===== src/rtl/stream_arb_mux_if.sv =====
// Handshake and payload bundle between N upstream requesters and one downstream consumer.
// Latency: none. This is wiring only.
// Backpressure: carries in_ready per channel and out_ready from the consumer.
interface stream_arb_mux_if #(
  parameter int DATA_WIDTH = 32,
  parameter int NUM_IN     = 8,
  parameter int SEL_WIDTH  = $clog2(NUM_IN)
);
  logic [NUM_IN-1:0]            in_valid;
  logic [NUM_IN-1:0]            in_ready;
  logic [NUM_IN*DATA_WIDTH-1:0] in_data;
  logic [NUM_IN-1:0]            in_last;
  logic [SEL_WIDTH-1:0]         ext_sel;
  logic                         out_valid;
  logic                         out_ready;
  logic [DATA_WIDTH-1:0]        out_data;
  logic                         out_last;
  logic [SEL_WIDTH-1:0]         out_src;

  // Requester/consumer side: drives the channels and out_ready.
  modport master (
    output in_valid, in_data, in_last, ext_sel, out_ready,
    input  in_ready, out_valid, out_data, out_last, out_src
  );

  // Merge block side.
  modport slave (
    input  in_valid, in_data, in_last, ext_sel, out_ready,
    output in_ready, out_valid, out_data, out_last, out_src
  );
endinterface


===== src/rtl/stream_arb_mux.sv =====
// N-input valid/ready merge with fixed, round-robin or external-select arbitration and packet lock.
// Latency: one cycle from an accepted input beat to out_valid. Throughput is one beat per cycle.
// Backpressure: the output register accepts only when it is empty or draining. There is no skid buffer.
module stream_arb_mux #(
  parameter int DATA_WIDTH = 32,
  parameter int NUM_IN     = 8,
  parameter int SEL_WIDTH  = $clog2(NUM_IN),
  parameter int MODE       = 1
) (
  input logic             clk,
  input logic             rst_n,
  stream_arb_mux_if.slave bus
);

  typedef enum logic {IDLE = 1'b0, LOCKED = 1'b1} state_t;

  state_t                  state_q, state_d;
  logic [SEL_WIDTH-1:0]    lock_ch_q;
  logic [SEL_WIDTH-1:0]    rr_ptr_q;

  logic [SEL_WIDTH-1:0]    arb_ch;
  logic                    arb_vld;
  logic [2*NUM_IN-1:0]     rr_rot;
  int                      rr_sum;

  logic [SEL_WIDTH-1:0]    grant;
  logic                    grant_valid;
  logic                    load;
  logic                    xfer;
  logic [DATA_WIDTH-1:0]   sel_data;
  logic                    sel_last;

  logic                    out_valid_q;
  logic [DATA_WIDTH-1:0]   out_data_q;
  logic                    out_last_q;
  logic [SEL_WIDTH-1:0]    out_src_q;

  // IDLE-state arbitration: pick one requesting channel according to MODE.
  always_comb begin
    arb_ch  = '0;
    arb_vld = 1'b0;
    rr_rot  = '0;
    rr_sum  = 0;
    if (MODE == 0) begin
      // Walk downward so the lowest requesting index is the last one written.
      for (int i = NUM_IN - 1; i >= 0; i--) begin
        if (bus.in_valid[i]) begin
          arb_ch  = SEL_WIDTH'(i);
          arb_vld = 1'b1;
        end
      end
    end else if (MODE == 1) begin
      // Rotate the request vector so bit 0 is rr_ptr, then take the nearest requester.
      rr_rot = {bus.in_valid, bus.in_valid} >> rr_ptr_q;
      for (int j = NUM_IN - 1; j >= 0; j--) begin
        if (rr_rot[j]) begin
          rr_sum  = int'(rr_ptr_q) + j;
          arb_vld = 1'b1;
        end
      end
      if (rr_sum >= NUM_IN) begin
        rr_sum = rr_sum - NUM_IN;
      end
      arb_ch = SEL_WIDTH'(rr_sum);
    end else begin
      // Only ext_sel is eligible. An out-of-range index matches no channel.
      for (int i = 0; i < NUM_IN; i++) begin
        if ((int'(bus.ext_sel) == i) && bus.in_valid[i]) begin
          arb_ch  = SEL_WIDTH'(i);
          arb_vld = 1'b1;
        end
      end
    end
  end

  // FSM outputs: grant (forced to lock_ch while LOCKED), per-channel ready and selected beat.
  always_comb begin
    grant       = arb_ch;
    grant_valid = arb_vld;
    if (state_q == LOCKED) begin
      grant       = lock_ch_q;
      grant_valid = 1'b0;
      for (int i = 0; i < NUM_IN; i++) begin
        if (lock_ch_q == SEL_WIDTH'(i)) begin
          grant_valid = bus.in_valid[i];
        end
      end
    end
    load = !out_valid_q || bus.out_ready;
    // Ready is held low while reset is asserted, so nothing looks accepted during reset.
    xfer = rst_n && load && grant_valid;
    bus.in_ready = '0;
    sel_data     = '0;
    sel_last     = 1'b0;
    for (int i = 0; i < NUM_IN; i++) begin
      if (grant == SEL_WIDTH'(i)) begin
        bus.in_ready[i] = xfer;
        sel_data        = bus.in_data[i*DATA_WIDTH +: DATA_WIDTH];
        sel_last        = bus.in_last[i];
      end
    end
  end

  // Next state: any non-last beat opens or continues a packet, a last beat closes it.
  always_comb begin
    state_d = state_q;
    if (xfer) begin
      state_d = sel_last ? IDLE : LOCKED;
    end
  end

  // State, lock owner and round-robin pointer. The pointer advances only at packet end.
  always_ff @(posedge clk or negedge rst_n) begin
    if (!rst_n) begin
      state_q   <= IDLE;
      lock_ch_q <= '0;
      rr_ptr_q  <= '0;
    end else begin
      state_q <= state_d;
      if (xfer && !sel_last && (state_q == IDLE)) begin
        lock_ch_q <= grant;
      end
      if ((MODE == 1) && xfer && sel_last) begin
        rr_ptr_q <= (grant == SEL_WIDTH'(NUM_IN - 1)) ? '0 : grant + 1'b1;
      end
    end
  end

  // Output register: load on transfer, otherwise drop valid once the consumer takes the beat.
  always_ff @(posedge clk or negedge rst_n) begin
    if (!rst_n) begin
      out_valid_q <= 1'b0;
      out_data_q  <= '0;
      out_last_q  <= 1'b0;
      out_src_q   <= '0;
    end else if (xfer) begin
      out_valid_q <= 1'b1;
      out_data_q  <= sel_data;
      out_last_q  <= sel_last;
      out_src_q   <= grant;
    end else if (bus.out_ready) begin
      out_valid_q <= 1'b0;
    end
  end

  assign bus.out_valid = out_valid_q;
  assign bus.out_data  = out_data_q;
  assign bus.out_last  = out_last_q;
  assign bus.out_src   = out_src_q;

endmodule


===== src/flat_wrapper.sv =====
// flat-port wrapper written by rule: the top's interface ports become plain ports
module stream_arb_mux_flat 
#(
  parameter int DATA_WIDTH = 32,
  parameter int NUM_IN     = 8,
  parameter int SEL_WIDTH  = $clog2(NUM_IN),
  parameter int MODE       = 1
)
  (clk, rst_n, bus_in_valid, bus_in_data, bus_in_last, bus_ext_sel, bus_out_ready, bus_in_ready, bus_out_valid, bus_out_data, bus_out_last, bus_out_src);
  stream_arb_mux_if #(.DATA_WIDTH(DATA_WIDTH), .NUM_IN(NUM_IN), .SEL_WIDTH(SEL_WIDTH)) bus_i ();
  input logic clk;
  input logic rst_n;
  input wire logic [$bits(bus_i.in_valid)-1:0] bus_in_valid;
  input wire logic [$bits(bus_i.in_data)-1:0] bus_in_data;
  input wire logic [$bits(bus_i.in_last)-1:0] bus_in_last;
  input wire logic [$bits(bus_i.ext_sel)-1:0] bus_ext_sel;
  input wire logic [$bits(bus_i.out_ready)-1:0] bus_out_ready;
  output wire logic [$bits(bus_i.in_ready)-1:0] bus_in_ready;
  output wire logic [$bits(bus_i.out_valid)-1:0] bus_out_valid;
  output wire logic [$bits(bus_i.out_data)-1:0] bus_out_data;
  output wire logic [$bits(bus_i.out_last)-1:0] bus_out_last;
  output wire logic [$bits(bus_i.out_src)-1:0] bus_out_src;
  assign bus_i.in_valid = bus_in_valid;
  assign bus_i.in_data = bus_in_data;
  assign bus_i.in_last = bus_in_last;
  assign bus_i.ext_sel = bus_ext_sel;
  assign bus_i.out_ready = bus_out_ready;
  assign bus_in_ready = bus_i.in_ready;
  assign bus_out_valid = bus_i.out_valid;
  assign bus_out_data = bus_i.out_data;
  assign bus_out_last = bus_i.out_last;
  assign bus_out_src = bus_i.out_src;
  stream_arb_mux #(.DATA_WIDTH(DATA_WIDTH), .NUM_IN(NUM_IN), .SEL_WIDTH(SEL_WIDTH), .MODE(MODE)) u_core (.clk(clk), .rst_n(rst_n), .bus(bus_i));
endmodule

===== config.mk =====
export PLATFORM = sky130hd
export DESIGN_NAME = stream_arb_mux_flat
export DESIGN_NICKNAME = d
export VERILOG_FILES = /design/src/rtl/stream_arb_mux_if.sv /design/src/rtl/stream_arb_mux.sv /design/src/flat_wrapper.sv
export SDC_FILE = /design/constraint.sdc
export NUM_CORES = 1
export LEC_CHECK = 0
export BUFFER_PORTS_ARGS = -buffer_cell sky130_fd_sc_hd__buf_2
export CAP_MARGIN = 20
export CORE_AREA = 5 5 121 123
export DETAILED_ROUTE_END_ITERATION = 12
export DIE_AREA = 0 0 126 128
export PLACE_DENSITY = 0.73
export SLEW_MARGIN = 20
export SYNTH_ARGS = -nofsm -noshare
export SYNTH_HDL_FRONTEND = slang
export SYNTH_SLANG_ARGS = --single-unit

===== constraint.sdc =====
create_clock -name clk -period 5.4 [get_ports clk]
set_input_delay 0.27 -clock clk [delete_from_list [all_inputs] [get_ports clk]]
set_output_delay 0.27 -clock clk [all_outputs]
set_load 0.01 [all_outputs]

==> metrics.txt, run 1 <==
status=completed; ys flop type=dfrtp_1; Area contributors post-synth=dfrtp_1, mux4_2, nor2_1; H-tree depth=2; P_leak=3.27 nW; row cnt=43; gr ovfl total=0; Relative slew margins=~32%; Resized cells post-CTS=0; clock skew=between 0.01 and 0.015 ns; DR iter-0 viols=between 600 and 700; post-DP HPWL=18500 um; clock latency at the later pin of the worst-skew pair=0.29 ns; 1st-pass router iterations=6; Critical Setup Path Class=register to register; Clock transition at path regs=~0.070 ns; CTS sink cnt=44; HP Class=primary input to asynchronous set/reset pin; Post-CTS Hold Buffers=0; total power=0.00492 W; post-synth top area share=21.1%; Final TNS setup=0 ns; Worst Path Required=roughly 5.6 ns; initial core utilization=38.6%; Post-Synthesis Cell Area=0.00523 mm2; # DRC=0; GRT Total Usage=between 20 and 30%; fraction of layout cells with a size suffix above 1=between 40% and 50%; placed cell count=between 1000 and 1500; Synthesis Warnings=0; WL final=23900 um; initial antenna violation count=4; die width=126 um; worst slew pin tran=1.01 ns; maximum vdd ir drop=about 320 uV; Via-to-Cell Ratio=5.93; Post-synth EDFFs=0; die area=roughly 0.016 mm2; clock buffer depth=2; core box area=0.0136 mm2; first-pass GRT wire length=~36000 um; RSZ-0062 raised after global routing=no; area of the multi-input gates=0.00373 mm2; Unique masters post-synth=77; CP arrival=5.18 ns; Max Freq=0.202 GHz; Reg area=between 0.001 and 0.0015 mm2; syn_area_per_cell=8.10 um2; Net Count, Synth=932; filler instances=about 1400; Slew Viols, Final=0; Seq/Total Area, Yosys=21.1%; biggest area consumer among synthesized cells=dfrtp_1; clock root cell=clkbuf_16; #FFs+latches synth=between 40 and 50; Area Growth Syn to Fin=35.3%; crit end category=register; FF-to-FF setup slack=~0.45 ns; FF-to-FF path depth=13; max_cap viols=0; CTS tree=yes; Synth async-reset ratio=100%; Top Ports=323; final setup fails=0; Worst setup SP type=register; TritonCTS Buffers=5; GPL Wtd Cong=around 0.94; Crit Reg-Reg Endpoint=u_core.bus.out_data[16]$_DFFE_PN0P_; cells after synthesis=646; Final Cycle Share=about nine tenths; Final Hold Vio Count=0; Final min period=4.95 ns; largest net degree at the start of global routing=49; Post CTS Setup Buffer Count=0; reg2reg start=u_core.rr_ptr_q[0]$_DFFE_PN0P_; antenna viol nets, final=0; die height=~130 um; worst-path maximum fanout=39; nets@finish=1213; non-filler cells, final=between 1000 and 1500; vias=around 6600; vias in the first global route=6440; port buffer count=319; Power Density=696 mW/mm2; WL/cell=21.5 um
==> registers in the layout (all words and copies together), names as in the netlist <==
signal                flops
u_core.bus.out_data      32
u_core.rr_ptr_q           3
u_core.state_q            1
u_core.bus.out_valid      1
u_core.lock_ch_q          3
u_core.bus.out_src        3
u_core.bus.out_last       1
==> power by group <==
part,internal [W],switching [W],total (W)
combinational,0.00155,0.00241,0.00396
clock,0.000185,0.000133,0.000319
sequential,0.000509,0.000134,0.000644
total,0.00224,0.00268,0.00492
==> per-layer routing <==
layer / part of all wire (%) / wire length [um] / global-route usage [%]
met5: 0.054 / 13 / 0
met4: 2.9 / 690 / 9.27
met3: 8.4 / 2010 / 3.13
met2: 51 / 12100 / 48.2
met1: 38 / 9120 / 36.2
==> critical path, stage by stage, from the launching register on <==
cell,delay (ns)
dfrtp_1,0.54
buf_4,0.30
mux4_2,0.59
mux2i_1,0.37
nand2b_1,0.15
o311ai_0,0.13
a31oi_1,0.31
o21ai_0,0.28
ha_1,0.31
ha_2,0.20
buf_4,0.27
nor4_4,0.95
a221o_1,0.37
a31o_1,0.12
==> cell usage after synthesis, drive strengths merged (19+ instances only) <==
library cell	count
nor2	77
nand2	58
clkbuf	44
dfrtp	44
o21ai	36
a221oi	33
inv	29
a21oi	27
mux2	25
nor3	23
buf	22
a221o	19
o211ai	19
==> how the worst max path moves through the flow <==
stage | to | slack [ns] | start | cells after the start
floorplan | u_core.lock_ch_q[2]$_DFFE_PN0P_ | 0.82 | u_core.rr_ptr_q[0]$_DFFE_PN0P_ | 19
global placement | u_core.bus.out_data[8]$_DFFE_PN0P_ | 0.61 | u_core.rr_ptr_q[0]$_DFFE_PN0P_ | 16
detailed placement | u_core.bus.out_data[13]$_DFFE_PN0P_ | 0.54 | u_core.rr_ptr_q[0]$_DFFE_PN0P_ | 16
CTS | u_core.lock_ch_q[2]$_DFFE_PN0P_ | 0.53 | u_core.rr_ptr_q[0]$_DFFE_PN0P_ | 16
global route | u_core.lock_ch_q[2]$_DFFE_PN0P_ | 0.02 | u_core.rr_ptr_q[0]$_DFFE_PN0P_ | 16
finish | u_core.bus.out_data[16]$_DFFE_PN0P_ | 0.45 | u_core.rr_ptr_q[0]$_DFFE_PN0P_ | 13
==> cells in the final DEF, fill, tap and decap left out, types with 4 or more instances in the layout <==
master,n
a211oi_1,5
a21oi_1,25
a221o_1,19
a221oi_1,24
a221oi_2,9
a22oi_1,17
a311oi_1,16
a31o_1,10
a31o_2,5
and3_1,6
buf_2,319
buf_4,21
clkbuf_16,5
dfrtp_1,44
ha_1,5
inv_1,27
mux2_2,22
mux2i_1,13
mux4_2,15
nand2_1,58
nand3_1,4
nor2_1,76
nor2b_1,4
nor3_1,22
o211ai_1,19
o21ai_0,36
o22ai_1,17
or3_1,16
==> kinds of logic after synthesis <==
logic type	synth area share (%)
AO/OA/AOI/OAI	34.5
AND/OR/NAND/NOR	20.1
buffers and inverters	8.04
multiplexers	14.4
flip-flops	21.1
adder cells (fa/ha/maj)	1.91
==> per-stage QoR <==
step	utilization (%)	hold slack (ns)	area, um2	setup WS, ns
after global placement	51.0	0.411	6910	0.611
after detailed placement	51.0	0.411	6910	0.542
after global routing	52.2	0.155	7070	0.0225
final	52.2	0.0807	7070	0.445
after floorplan	-	-0.0256	5230	0.821
after CTS	52.1	0.105	7060	0.526
==> layout make-up <==
| class | instances | share of cell area, % |
|---|---|---|
| Sequential cell | 44 | 15.6 |
| Tap cell | 180 | 3.18 |
| Inverter | 30 | 1.59 |
| Antenna cell | 3 | 0.106 |
| Multi-Input combinational cell | 506 | 52.7 |
| Clock buffer | 8 | 2.07 |
| Timing Repair Buffer | 340 | 24.8 |
(Power assumes the default switching activity.)
==> run 2: changes to the inputs <==
==> constraint.sdc (replaced) <==
create_clock -name clk -period 4.9 [get_ports clk]
set_input_delay 0.245 -clock clk [delete_from_list [all_inputs] [get_ports clk]]
set_output_delay 0.245 -clock clk [all_outputs]
set_load 0.01 [all_outputs]
==> metrics.txt, run 2 (same netlist as run 1, synthesis figures left out) <==
status=completed; largest net degree at the start of global routing=49 (unchanged); vias=6723 (+2.0%); Relative slew margins=49.4% (+17 points); Worst Path Required=5.07 ns (-0.56 ns); post-DP HPWL=18500 um (+0.11%); critical path startpoint=u_core.rr_ptr_q[0]$_DFFE_PN0P_; clock root cell=clkbuf_16; clock skew=0.00629 ns (-0.00446 ns); Final TNS setup=0 ns (unchanged); CP arrival=4.70 ns (-0.48 ns); core box area=0.0136 mm2 (unchanged); Final Cycle Share=92.5% (+0.70 points); GRT Total Usage=27.4% (-0.41 points); clock buffer depth=2 (unchanged); P_leak=3.34 nW (+2.3%); initial core utilization=38.6% (unchanged); final setup fails=0 (unchanged); Comb pwr share=80.0% (-0.4 points); Final Hold Vio Count=0 (unchanged); DR iter-0 viols=672 (+8.6%); Reg power frac=12.6% (-0.5 points); initial antenna violation count=5 (+1); RSZ-0062 raised after global routing=no; GPL Wtd Cong=0.959 (+2.2%); area of the multi-input gates=0.00373 mm2 (+0.20%); TritonCTS Buffers=5 (unchanged); Min Hold Slack=0.0635 ns (-0.0172 ns); WL final=23900 um (about the same); Worst setup SP type=register; Post-CTS Hold Buffers=0 (unchanged); Reg area=0.00110 mm2 (unchanged); worst slew pin tran=0.756 ns (-0.256 ns); first-pass GRT wire length=35200 um (-1.8%); fin util=53.3% (+1.1 points); die area=0.0161 mm2 (unchanged); placed cell count=1105 (+0.45%); crit end category=register; HP Class=primary input to asynchronous set/reset pin; sw frac=53.2% (-1.2 points); worst-path maximum fanout=23 (-41%); CTS tree=yes; CTS sink cnt=44 (unchanged); Top Ports=323 (unchanged); Psw=0.00300 W (+12%); most frequent cells in the layout=buf_2, nor2_1, nand2_1, dfrtp_1, o21ai_0; die width=126 um (unchanged); max_cap viols=0 (unchanged); Final min period=4.53 ns (-0.424 ns); Area Growth Syn to Fin=38.2%; die height=128 um (unchanged); Via-to-Cell Ratio=5.99 (+1.0%); row cnt=43 (unchanged); Critical Setup Path Class=register to register; filler instances=1369 (-0.87%); flip-flop count of the largest register after layout=32 (unchanged); nets@finish=1222 (+0.74%); gr ovfl total=0 (unchanged); vias in the first global route=6391 (-0.76%); # DRC=0 (unchanged); Clock transition at path regs=0.06 ns (about the same); Max Freq=0.221 GHz (+9.4%); total power=0.00563 W (+14%); maximum vdd ir drop=414 uV (+30%); antenna viol nets, final=0 (unchanged); port buffer count=319 (unchanged); non-filler cells, final=1122 (+0.99%); part of the power in the clock network=7.4% (+0.9 points); 1st-pass router iterations=8 (+2); clock latency at the later pin of the worst-skew pair=0.29 ns (about the same); Int Pwr=0.00263 W (+18%); H-tree depth=2 (unchanged); fraction of layout cells with a size suffix above 1=46.2% (+0.84 points); reg2reg start=u_core.rr_ptr_q[0]$_DFFE_PN0P_; most common cell after layout, fill and taps aside=buf_2; Power Density=779 mW/mm2 (+12%); WL/cell=21.3 um (-0.96%); Slew Viols, Final=0 (unchanged)
-- run 2: routing by layer --
metal  GRT usage (%)  wire (um)
met1            35.4       8960
met2            46.7      12000
met3            4.08       2170
met4            9.91        809
met5               0          0
-- run 2: cell type report --
| cell class | count | share of cell area [%] |
|---|---|---|
| Multi-Input combinational cell | 506 | 51.7 |
| Timing Repair Buffer | 349 | 25.7 |
| Sequential cell | 44 | 15.2 |
| Tap cell | 180 | 3.12 |
| Clock buffer | 7 | 2.11 |
| Inverter | 30 | 1.56 |
| Clock inverter | 1 | 0.415 |
| Antenna cell | 5 | 0.173 |
-- run 2: worst max-delay path, cell delays in order, from the launching register on --
cell,delay [ns]
dfrtp_1,0.47
buf_12,0.21
mux2_2,0.36
mux2i_1,0.14
a21oi_1,0.14
or3b_2,0.50
o311ai_1,0.12
mux2i_1,0.37
mux2i_2,0.20
inv_1,0.12
ha_1,0.36
inv_1,0.10
buf_4,0.19
o211ai_1,0.21
a32o_1,0.19
nand3_1,0.15
a21oi_4,0.24
mux2_1,0.35
-- run 2: worst paths after layout --
check	slack [ns]	to	depth (start not counted)
setup / recovery	0.37	u_core.lock_ch_q[2]$_DFFE_PN0P_	17
hold / removal	0.06	u_core.bus.out_valid$_DFFE_PN0P_	2
setup reg to reg	0.37	u_core.lock_ch_q[2]$_DFFE_PN0P_	17
hold reg to reg	0.48	u_core.bus.out_src[2]$_DFFE_PN0P_	2
max in group asynchronous	4.42	u_core.bus.out_data[24]$_DFFE_PN0P_	2
min in group clk	0.22	u_core.bus.out_valid$_DFFE_PN0P_	3
-- run 2: timing repair --
| item | in CTS | in global routing |
|---|---|---|
| setup buffers | 0 | 4 |
| setup endpoints to repair | 0 | 32 |
| gates resized for setup | 0 | 4 |
-- run 2: power by group through the flow --
stage	sequential, W	clock (W)	combinational [W]
final	0.000708	0.000419	0.00450
after global routing	0.000733	0.000436	0.00485
after CTS	0.000703	0.000423	0.00437
after detailed placement	0.000709	0	0.00436
after global placement	0.000700	0	0.00433
after floorplan	0.000732	0	0.00301
-- run 2: through the flow --
step,area [um2],worst slack [ns]
after detailed placement,6980,0.0648
after global routing,7230,0.0439
after CTS,7160,0.0172
final,7230,0.369
after global placement,6980,0.0915
after floorplan,5230,0.321
==> run 3: changes to the inputs <==
--- a/config.mk
+++ b/config.mk
@@ -5,12 +5,14 @@
 export SDC_FILE = /design/constraint.sdc
 export NUM_CORES = 1
 export LEC_CHECK = 0
-export BUFFER_PORTS_ARGS = -buffer_cell sky130_fd_sc_hd__buf_2
+export BUFFER_PORTS_ARGS = -buffer_cell sky130_fd_sc_hd__buf_4
 export CAP_MARGIN = 20
 export CORE_AREA = 5 5 121 123
+export CTS_BUF_LIST = sky130_fd_sc_hd__clkbuf_16
 export DETAILED_ROUTE_END_ITERATION = 12
 export DIE_AREA = 0 0 126 128
 export PLACE_DENSITY = 0.73
+export SETUP_SLACK_MARGIN = 0.02
 export SLEW_MARGIN = 20
 export SYNTH_ARGS = -nofsm -noshare
 export SYNTH_HDL_FRONTEND = slang
==> metrics.txt, run 3 (same netlist as run 1, synthesis figures left out) <==
most common cell after layout, fill and taps aside=buf_4; HP Class=primary input to asynchronous set/reset pin; vias in the first global route=6511 (+1.9%); P_leak=3.55 nW (+6.3%); Clock transition at path regs=0.07 ns (about the same); CTS sink cnt=44 (unchanged); ANT cells=0 (-5); WL/cell=22.5 um (+5.3%); Area Growth Syn to Fin=51.1%; GPL Wtd Cong=0.934 (-2.6%); Top Ports=323 (unchanged); Power Density=714 mW/mm2 (-8.3%); CP top delay family=simple AND/OR/NAND/NOR gates; worst-path maximum fanout=37 (+61%); core box area=0.0136 mm2 (unchanged); port buffer count=319 (unchanged); first-pass GRT wire length=37300 um (+5.9%); Min Hold Slack=-0.0313 ns (-0.0948 ns); GRT Total Usage=29.1% (+1.7 points); vias=6581 (-2.1%); row cnt=43 (unchanged); max_cap viols=0 (unchanged); maximum vdd ir drop=664 uV (+60%); clock root cell=clkbuf_16; DR iter-0 viols=609 (-9.4%); Slowest-stage cell, CP=or2_1; final setup fails=0 (unchanged); fraction of layout cells with a size suffix above 1=46.2% (about the same); Slew Viols, Final=0 (unchanged); fin util=58.3% (+5.0 points); Worst setup SP type=register; Relative slew margins=30.1% (-19 points); gr ovfl total=0 (unchanged); clock latency at the later pin of the worst-skew pair=0.29 ns (about the same); # DRC=0 (unchanged); FF-to-FF path depth=14 (-3); failing checks=hold timing; post-DP HPWL=19600 um (+5.7%); most frequent cells in the layout=buf_4, nor2_1, nand2_1, dfrtp_1, o21ai_0; FF-to-FF setup slack=0.37 ns (about the same); reg2reg start=u_core.rr_ptr_q[0]$_DFFE_PN0P_; WP buf/inv=3 (-1); largest net degree at the start of global routing=46 (-6.1%); initial antenna violation count=0 (-5); Final Hold Vio Count=44 (+44); Cell Chain, Critical Path=buf_4 > mux2_4 > mux2i_1 > a21oi_1 > or3b_2 > o311ai_1 > mux2i_1 > mux2i_1 > buf_4 > ha_2 > buf_4 > or2_1 > o22ai_1 > a221oi_1; die width=126 um (unchanged); Worst Path Required=5.09 ns (+0.02 ns); clock buffer depth=2 (unchanged); RSZ-0062 raised after global routing=no; clock skew=0.0114 ns (+0.00507 ns); worst slew pin tran=1.04 ns (+0.284 ns); filler instances=1300 (-5.0%); crit end category=register; nets@finish=1218 (-0.33%); CP arrival=4.72 ns (+0.02 ns); WL final=25000 um (+4.5%); flip-flop count of the largest register after layout=32 (unchanged); die area=0.0161 mm2 (unchanged); Final min period=4.53 ns (-0.00412 ns); antenna viol nets, final=0 (unchanged); initial core utilization=38.6% (unchanged); die height=128 um (unchanged); CTS tree=yes; CP max stage delay=0.64 ns (+0.14 ns); Critical Setup Path Class=register to register; Final TNS setup=0 ns (unchanged); Via-to-Cell Ratio=5.91 (-1.3%); total power=0.00565 W (+0.30%); Post-CTS Hold Buffers=0 (unchanged); status=finished, violations left; Crit Reg-Reg Endpoint=u_core.bus.out_data[22]$_DFFE_PN0P_; 1st-pass router iterations=6 (-2); critical path startpoint=u_core.rr_ptr_q[0]$_DFFE_PN0P_; TritonCTS Buffers=5 (unchanged); H-tree depth=2 (unchanged); Max Freq=0.221 GHz (about the same); Final Cycle Share=92.4% (about the same)
-- run 3: timing repair --
item,CTS,global route
buffers inserted,0,0
gates resized for setup,0,6
endpoints found under the setup margin,0,39
-- run 3: worst max path at each step --
stage                                          end  slack (ns)  cells past startpoint
6_report       u_core.bus.out_data[22]$_DFFE_PN0P_        0.37                     14
5_1_grt            u_core.lock_ch_q[2]$_DFFE_PN0P_        0.12                     16
4_1_cts        u_core.bus.out_data[16]$_DFFE_PN0P_        0.15                     12
3_5_place_dp   u_core.bus.out_data[16]$_DFFE_PN0P_        0.15                     12
3_3_place_gp    u_core.bus.out_data[5]$_DFFE_PN0P_        0.06                     12
2_1_floorplan      u_core.lock_ch_q[2]$_DFFE_PN0P_        0.32                     19
-- run 3: cell type report --
type	count	area (um2)	area share (%)
timing repair buffer	345	2590	32.8
inverter	30	113	1.42
clock buffer	5	125	1.58
clock inverter	3	13.8	0.174
tap	180	225	2.85
multi-input combinational	506	3730	47.2
sequential	44	1100	13.9
-- run 3: through the flow --
step	area, um2	setup WS (ns)	cells
CTS	7890	0.149	1113
detailed placement	7750	0.151	1105
floorplan	5230	0.321	646
global placement	7740	0.0608	1104
finish	7910	0.373	1113
global route	7910	0.120	1113
-- run 3: worst reg2reg max path: cells and delay by family, from the launching register on --
kind                       cells  cell delay, ns
and+or+nand+nor                2            1.14
muxes                          4            0.88
AOI/OAI and AO/OA              4            0.86
buffers and inverters          3            0.82
DFF                            1            0.48
adders and majority gates      1            0.24
-- run 3: per-layer routing --
metal / vias up / global-route usage, % / routed length (um)
met5: - / 0 / 0
met4: 0 / 9.59 / 803
met1: 3111 / 37.2 / 9580
li1: 3057 / - / -
met2: 365 / 50.0 / 12600
met3: 48 / 4.83 / 2030
-- run 3: power breakdown --
group	switching (W)	total (W)	internal, W
Clock	0.000154	0.000340	0.000186
Sequential	0.000159	0.000722	0.000562
Combinational	0.00268	0.00458	0.00191
